### config.mk
export PLATFORM = sky130hd
export DESIGN_NAME = memory_op_executor_flat
export DESIGN_NICKNAME = d
export VERILOG_FILES = /design/src/rtl/memory_op_executor_if.sv /design/src/rtl/memory_op_executor.sv /design/src/flat_wrapper.sv
export SDC_FILE = /design/constraint.sdc
export NUM_CORES = 1
export LEC_CHECK = 0
export ABC_AREA = 1
export CAP_MARGIN = 20
export CORE_ASPECT_RATIO = 1.75
export CORE_UTILIZATION = 45
export DETAILED_ROUTE_END_ITERATION = 7
export PLACE_DENSITY_LB_ADDON = 0.05
export SLEW_MARGIN = 20
export SYNTH_ARGS = -nofsm -noshare
export SYNTH_HDL_FRONTEND = slang
export SYNTH_SLANG_ARGS = --single-unit
### constraint.sdc
create_clock -name clk_i -period 1.52 [get_ports clk_i]
set_input_delay 0.38 -clock clk_i [delete_from_list [all_inputs] [get_ports clk_i]]
set_output_delay 0.38 -clock clk_i [all_outputs]
set_load 0.005 [all_outputs]
### src/rtl/memory_op_executor_if.sv
// Bundle of FIFO-consumer, memory-master and status signals for memory_op_executor.
// master: the executor; slave: the FIFO/memory/host side.
interface memory_op_executor_if #(
    parameter int unsigned address_size_memory = 10,
    parameter int unsigned data_size           = 32
) ();
    logic                           enable;
    logic                           fifo_empty;
    logic                           read;
    logic [address_size_memory-1:0] dest_addr;
    logic [address_size_memory-1:0] src1_addr;
    logic [address_size_memory-1:0] src2_addr;
    logic [1:0]                     mem_op;
    logic [address_size_memory-1:0] mem_addr;
    logic                           mem_rd_en;
    logic [data_size-1:0]           mem_rdata;
    logic                           mem_wr_en;
    logic [data_size-1:0]           mem_wdata;
    logic                           busy;
    logic                           op_done;
    logic [15:0]                    op_count;

    modport master (
        input  enable, fifo_empty, dest_addr, src1_addr, src2_addr, mem_op, mem_rdata,
        output read, mem_addr, mem_rd_en, mem_wr_en, mem_wdata, busy, op_done, op_count
    );

    modport slave (
        output enable, fifo_empty, dest_addr, src1_addr, src2_addr, mem_op, mem_rdata,
        input  read, mem_addr, mem_rd_en, mem_wr_en, mem_wdata, busy, op_done, op_count
    );
endinterface

### src/rtl/memory_op_executor.sv
// Pops one {dest, src1, src2, op} entry at a time and runs its read/read/write sequence
// on a single-port synchronous memory; sole master of that memory port.
module memory_op_executor #(
    parameter int unsigned address_size_memory = 10,
    parameter int unsigned data_size           = 32
) (
    input logic                 clk_i,
    input logic                 reset_ni,
    memory_op_executor_if.master bus
);
    localparam logic [1:0] OpNop  = 2'b00;
    localparam logic [1:0] OpCopy = 2'b01;
    localparam logic [1:0] OpNor  = 2'b10;
    localparam logic [1:0] OpAnd  = 2'b11;

    typedef enum logic [2:0] {StIdle, StPop, StCapt, StRd1, StRd2, StWr} state_e;

    state_e                         state_q;
    logic [address_size_memory-1:0] d_q, s1_q, s2_q;
    logic [1:0]                     op_q;
    logic [data_size-1:0]           a_q;
    logic [15:0]                    op_count_q;

    logic                           read, rd_en, wr_en, op_done;
    logic [address_size_memory-1:0] addr;
    logic [data_size-1:0]           wdata, result;

    always_ff @(posedge clk_i) begin
        if (!reset_ni) begin
            state_q    <= StIdle;
            d_q        <= '0;
            s1_q       <= '0;
            s2_q       <= '0;
            op_q       <= OpNop;
            a_q        <= '0;
            op_count_q <= '0;
        end else begin
            unique case (state_q)
                StIdle: if (bus.enable && !bus.fifo_empty) state_q <= StPop;
                StPop:  state_q <= StCapt;
                StCapt: begin
                    d_q     <= bus.dest_addr;
                    s1_q    <= bus.src1_addr;
                    s2_q    <= bus.src2_addr;
                    op_q    <= bus.mem_op;
                    state_q <= (bus.mem_op == OpNop) ? StIdle : StRd1;
                end
                StRd1:  state_q <= op_q[1] ? StRd2 : StWr;
                // mem_rdata here is the src1 word requested in RD1
                StRd2: begin
                    a_q     <= bus.mem_rdata;
                    state_q <= StWr;
                end
                StWr:    state_q <= StIdle;
                default: state_q <= StIdle;
            endcase
            if (op_done) op_count_q <= op_count_q + 16'd1;
        end
    end

    // In WR, mem_rdata carries src1 (COPY) or src2 (NOR/AND)
    always_comb begin
        result = '0;
        unique case (op_q)
            OpCopy:  result = bus.mem_rdata;
            OpNor:   result = ~(a_q | bus.mem_rdata);
            OpAnd:   result = a_q & bus.mem_rdata;
            default: result = '0;
        endcase
    end

    always_comb begin
        read    = 1'b0;
        rd_en   = 1'b0;
        wr_en   = 1'b0;
        op_done = 1'b0;
        addr    = '0;
        wdata   = '0;
        unique case (state_q)
            StPop:  read = 1'b1;
            StCapt: op_done = (bus.mem_op == OpNop);
            StRd1: begin
                addr  = s1_q;
                rd_en = 1'b1;
            end
            StRd2: begin
                addr  = s2_q;
                rd_en = 1'b1;
            end
            StWr: begin
                addr    = d_q;
                wr_en   = 1'b1;
                wdata   = result;
                op_done = 1'b1;
            end
            default: ;
        endcase
    end

    assign bus.read      = read;
    assign bus.mem_addr  = addr;
    assign bus.mem_rd_en = rd_en;
    assign bus.mem_wr_en = wr_en;
    assign bus.mem_wdata = wdata;
    assign bus.op_done   = op_done;
    assign bus.busy      = (state_q != StIdle);
    assign bus.op_count  = op_count_q;
endmodule
### src/flat_wrapper.sv
// flat-port wrapper written by rule: the top's interface ports become plain ports
module memory_op_executor_flat 
#(
    parameter int unsigned address_size_memory = 10,
    parameter int unsigned data_size           = 32
)
  (clk_i, reset_ni, bus_enable, bus_fifo_empty, bus_dest_addr, bus_src1_addr, bus_src2_addr, bus_mem_op, bus_mem_rdata, bus_read, bus_mem_addr, bus_mem_rd_en, bus_mem_wr_en, bus_mem_wdata, bus_busy, bus_op_done, bus_op_count);
  memory_op_executor_if #(.address_size_memory(address_size_memory), .data_size(data_size)) bus_i ();
  input logic clk_i;
  input logic reset_ni;
  input wire logic [$bits(bus_i.enable)-1:0] bus_enable;
  input wire logic [$bits(bus_i.fifo_empty)-1:0] bus_fifo_empty;
  input wire logic [$bits(bus_i.dest_addr)-1:0] bus_dest_addr;
  input wire logic [$bits(bus_i.src1_addr)-1:0] bus_src1_addr;
  input wire logic [$bits(bus_i.src2_addr)-1:0] bus_src2_addr;
  input wire logic [$bits(bus_i.mem_op)-1:0] bus_mem_op;
  input wire logic [$bits(bus_i.mem_rdata)-1:0] bus_mem_rdata;
  output wire logic [$bits(bus_i.read)-1:0] bus_read;
  output wire logic [$bits(bus_i.mem_addr)-1:0] bus_mem_addr;
  output wire logic [$bits(bus_i.mem_rd_en)-1:0] bus_mem_rd_en;
  output wire logic [$bits(bus_i.mem_wr_en)-1:0] bus_mem_wr_en;
  output wire logic [$bits(bus_i.mem_wdata)-1:0] bus_mem_wdata;
  output wire logic [$bits(bus_i.busy)-1:0] bus_busy;
  output wire logic [$bits(bus_i.op_done)-1:0] bus_op_done;
  output wire logic [$bits(bus_i.op_count)-1:0] bus_op_count;
  assign bus_i.enable = bus_enable;
  assign bus_i.fifo_empty = bus_fifo_empty;
  assign bus_i.dest_addr = bus_dest_addr;
  assign bus_i.src1_addr = bus_src1_addr;
  assign bus_i.src2_addr = bus_src2_addr;
  assign bus_i.mem_op = bus_mem_op;
  assign bus_i.mem_rdata = bus_mem_rdata;
  assign bus_read = bus_i.read;
  assign bus_mem_addr = bus_i.mem_addr;
  assign bus_mem_rd_en = bus_i.mem_rd_en;
  assign bus_mem_wr_en = bus_i.mem_wr_en;
  assign bus_mem_wdata = bus_i.mem_wdata;
  assign bus_busy = bus_i.busy;
  assign bus_op_done = bus_i.op_done;
  assign bus_op_count = bus_i.op_count;
  memory_op_executor #(.address_size_memory(address_size_memory), .data_size(data_size)) u_core (.clk_i(clk_i), .reset_ni(reset_ni), .bus(bus_i));
endmodule
### Word level (Yosys, flattened, before mapping)

Index checks and enable logic that the tools add are counted.

* bits in registers: 83
* latch bits: 0
* RAM bits: 0
* bits in read-only memories: 0
* input port bits: 68
* output and inout bits: 63
* word-level logic and storage cells: 37
* memories: 0

* $add $sub $neg: 1
* multipliers: 0
* divide/modulo/power cells: 0
* order comparisons: 0
* equality and inequality tests: 9
* shift operators: 0
* muxes and demuxes: 11
* bitwise operators: 3
* reductions and logical operators: 6

Operators by type and width (count)
* $pmux 32 s3: 1
* $and 32x32->32: 1
* $mux 32: 1
* $not 32->32: 1
* $or 32x32->32: 1
* $pmux 10 s3: 1
* $add 16x1->16 const B: 1
* $pmux 3 s5: 1
* $eq 3x2->1 const B: 2
* $eq 3x3->1 const B: 2
* $eq 2x2->1 const B: 2
* $mux 1: 4
* $eq 3x1->1 const B: 1
* $logic_not 3->1: 1
* $mux 3: 1
* $reduce_bool 3->1: 1
* $eq 2x1->1 const B: 1
* $logic_not 2->1: 1
* $mux 2: 1
* $ne 2x1->1 const B: 1
* $pmux 1 s2: 1
* $reduce_or 2->1: 1
* $logic_and 1x1->1: 1
* $logic_not 1->1: 1

### Logic depth before layout (Yosys ltp)

* depth after elaboration: 4
* depth in mapped cells: 9
* mapped depth without buffers: 9

### Worst setup path before layout

Ideal clock, no wire load.

* path type: register -> output
* from: register u_core.state_q[0]
* to: output port bus_mem_wdata[10]
* arrival time: 1122 ps
* data required time: 1140 ps
* slack: 18 ps
* cell stages (with the launch flop): 8
* path buffers: 1
* cell sequence: dfxtp_1 -> inv_2 -> nor2_1 -> nand2_2 -> inv_1 -> buf_4 -> o21ai_0 -> a211oi_1

* longest elaborated chain between the ends: 2

RTL lines
* start: declaration: line memory_op_executor.sv:18 `state_e state_q;`
* start signal: assignment: line memory_op_executor.sv:30 `state_q <= StIdle;`
* start signal: assignment: line memory_op_executor.sv:39 `StIdle: if (bus.enable && !bus.fifo_empty) state_q <= StPop;`
* start signal: assignment: line memory_op_executor.sv:40 `StPop: state_q <= StCapt;`
* $eq 3x3->1: line memory_op_executor.sv:79 `unique case (state_q)`
* $mux 32: line memory_op_executor.sv:79
* end: declaration: line flat_wrapper.sv:22 `output wire logic [$bits(bus_i.mem_wdata)-1:0] bus_mem_wdata;`

No other way between the ends.

### Worst setup path after layout

* from: register u_core.state_q[0]
* to: output port bus_mem_addr[1]

* longest elaborated chain between the ends: 2
* elaborated cells on any way between the ends: 4
* those cells by class: eq/ne (3); mux (1)

RTL lines
* $eq 3x3->1 or $eq 3x2->1 (tied branches): line memory_op_executor.sv:79
* $pmux 10 s3 (*): line memory_op_executor.sv:79
* end: declaration: line flat_wrapper.sv:19 `output wire logic [$bits(bus_i.mem_addr)-1:0] bus_mem_addr;`

Every way passes the cells marked *; elsewhere a longest branch is shown, timed or not.

==> results.md <==
* Outcome: complete, but fails checks
* Failing checks: negative setup slack
* Power Total at 0.00703 W
* Seq/Total Area, Yosys at 40.9%
* # port buffers at 130
* Drt pass-1 iters at 5
* IO Count at 131
* Hold WC Path Type: primary input to flop
* Total CTS buffers at 9
* Synth Area in XOR/XNOR at 0.216%
* Clock transition at the registers of the reported paths at 0.06 ns
* Met2 WL at 9240 um
* Final hold vios at 0
* Max rail drop VDD at 1050 uV
* CP Class: flop to primary output
* Root Driver: clkbuf_16
* Final wirelength at 16600 um
* PnR worst setup slack at -0.494 ns
* Vias in the first global route at 4752
* Share of cells above drive strength 1 at 41.2%
* Crit. End Element: primary output
* Mapped cell area at 4060 sq um
* Worst EP arrival at 1.63 ns
* Chip width at 73.8 um
* Non-Filler Instances at 921
* Library cells used by synthesis at 27
* Unrepaired setup endpoints after global routing: true
* DRC at 0
* Post-Synth Simple-Gate Area at 24.5%
* CP Data Required Time at 1.14 ns
* Startpoint Class: flop
* Placed Instances at 853
* Slew Limit Fails at 0
* Largest family of logic cells by synthesized area: compound AO/OA/AOI/OAI gates
* Initial antenna violation count at 0
* Compound-gate portion of the synthesized area at 24.8%
* # setup viols final at 86
* # clock sinks at 83
* ANT cells at 0
* CP Max Fanout at 4
* CP startpoint: u_core.state_q[0]
* Lkg Pwr at 3.00 nW
* Met3 WL at 850 um
* Layout area overhead at 80.8%
* Row Count at 45
* First-pass GRT wire length at 21600 um
* Initial Util at 46.6%
* Nets at 868
* Most common cell after layout, fill and taps aside: nor2_1
* Top routing layer in use: met4
* Pwr dens at 957 nW/um^2
* First DRT Iteration DRCs at 365
* Synth Instances at 602
* Mux cell area share after synthesis at 0%
* Max H-tree Level at 3
* Final RePlAce weighted congestion at 0.822
* Relative slew margins at 74.9%
* Full die area at 9430 sq um
* Final Critical Period at 2.01 ns
* Adder-cell share of the synthesized area at 0.308%
* Syn Area/Cell at 6.75 sq um
* Fmax at 497 MHz
* Yosys reg bits at 83
* Clock skew at 0.00670 ns
* Overall Global Routing Usage at 29.7%
* WL/cell at 18.0 um
* Leading cell types in the layout, fill and taps excluded: 118 x nor2_1, 66 x dfxtp_1, 64 x clkdlybuf4s50_1, 45 x inv_1, 45 x buf_2
* Clock Path Buffers at 2
* Max Cap Viol at 0
* Largest net degree at the start of global routing at 67
* Met1 WL at 5770 um
* Die height at 128 um
* Reg2Reg Launch Point: u_core.state_q[1]
* Core ar. at 8730 sq um
* Hpwl dp at 8070 um
* DRT antenna net count at 0
* Min-delay src: reset_ni
* Via count at 5217
* CTS tree: yes
* Vias/cell at 5.66
* Synthesized Nets at 671
* Ys Warns at 0
* Final period utilization at 132%
* Global route overflow at 0
* Worst-Skew Late Latency at 0.35 ns
* Slew @ Worst Pin at 0.376 ns
-- layer usage --
metal,global-route usage (%),up-vias
li1,-,2399
met5,0,-
met3,5.03,60
met1,30.2,2506
met4,11.7,0
met2,57.4,252
-- final cells by class --
type,instances,area (sq um)
fillers,495,1380
repair inverters,1,8.76
repair buffers,224,2220
well taps,117,146
flip-flops and latches,83,1690
clock buffers,12,246
clock inverters,4,97.6
inverters,52,228
multi-input cells,428,2710
-- critical path: stages (launching register included) --
cell and delay, ns:
dfxtp_2 0.34, inv_2 0.06, buf_6 0.12, nor3_4 0.26, buf_6 0.15, buf_6 0.11
nand2_2 0.05, o221ai_2 0.06, buf_2 0.15
-- through the flow --
stage                     util [%]  instance area (sq um)  hold WS [ns]  setup slack [ns]  TNS (ns)
after floorplan                  -                   4060         0.429            0.0175         0
after global placement        65.8                   5750         0.439            -0.704    -29.29
after detailed placement      65.8                   5750         0.442            -0.650    -30.10
after CTS                     76.3                   6660         0.426            -0.422    -17.09
after global routing          84.2                   7350         0.445            -0.524    -24.48
final                         84.2                   7350         0.429            -0.494    -19.44
-- Yosys cell counts --
| master | instances | area share, % |
|---|---|---|
| a211oi_1 | 12 | 2.2 |
| a21oi_1 | 63 | 7.8 |
| buf_1 | 3 | 0.28 |
| buf_2 | 12 | 1.5 |
| buf_4 | 2 | 0.37 |
| buf_6 | 2 | 0.55 |
| clkbuf_1 | 20 | 1.8 |
| clkinv_1 | 3 | 0.28 |
| dfxtp_1 | 83 | 41 |
| ha_1 | 1 | 0.31 |
| inv_1 | 48 | 4.4 |
| inv_2 | 1 | 0.092 |
| nand2_1 | 83 | 7.7 |
| nand2_2 | 1 | 0.15 |
| nand2_4 | 1 | 0.28 |
| nand3_1 | 11 | 1.4 |
| nand3_2 | 1 | 0.25 |
| nand3b_1 | 2 | 0.37 |
| nand4_1 | 4 | 0.62 |
| nor2_1 | 138 | 13 |
| nor2_2 | 3 | 0.46 |
| nor3_1 | 5 | 0.62 |
| o211ai_1 | 20 | 3.7 |
| o21ai_0 | 71 | 8.7 |
| o21bai_1 | 1 | 0.18 |
| o221ai_1 | 10 | 2.2 |
| xnor2_1 | 1 | 0.22 |
-- cell families (layout without fill, tap and decap cells) --
family / count (synthesis) / after routing
AOI/OAI and AO/OA: 177 / 177
xor gates and xnor gates: 1 / 1
adders and majority gates: 1 / 1
buffers and inverters: 91 / 293
DFF: 83 / 83
and+or+nand+nor: 249 / 249
-- state kept, by name, indices dropped and copies added, names as in the netlist --
signal               flops
u_core.a_q              32
u_core.s2_q             10
u_core.state_q           3
u_core.d_q              10
u_core.op_q              2
u_core.bus.op_count     16
u_core.s1_q             10
-- where the power goes --
part | total, W | switching [W] | internal (W)
Clock | 0.00254 | 0.000892 | 0.00165
Sequential | 0.00244 | 0.000106 | 0.00233
Combinational | 0.00205 | 0.00107 | 0.000981
-- what timing repair did --
item	in CTS	in global routing
gates cloned	5	12
endpoints found under the setup margin	86	86
setup buffers	27	15
gates resized for setup	334	171
hold buffers	0	0
pin swaps	23	47
-- worst paths after layout --
kind,slack [ns],cells after the start,endpoint
setup / recovery,-0.49,8,bus_mem_addr[1]
hold / removal,0.43,3,u_core.state_q[2]
setup reg to reg,-0.26,13,u_core.state_q[0]
hold reg to reg,0.48,2,u_core.bus.op_count[10]
Note: power is estimated with default switching activity, not from simulation.
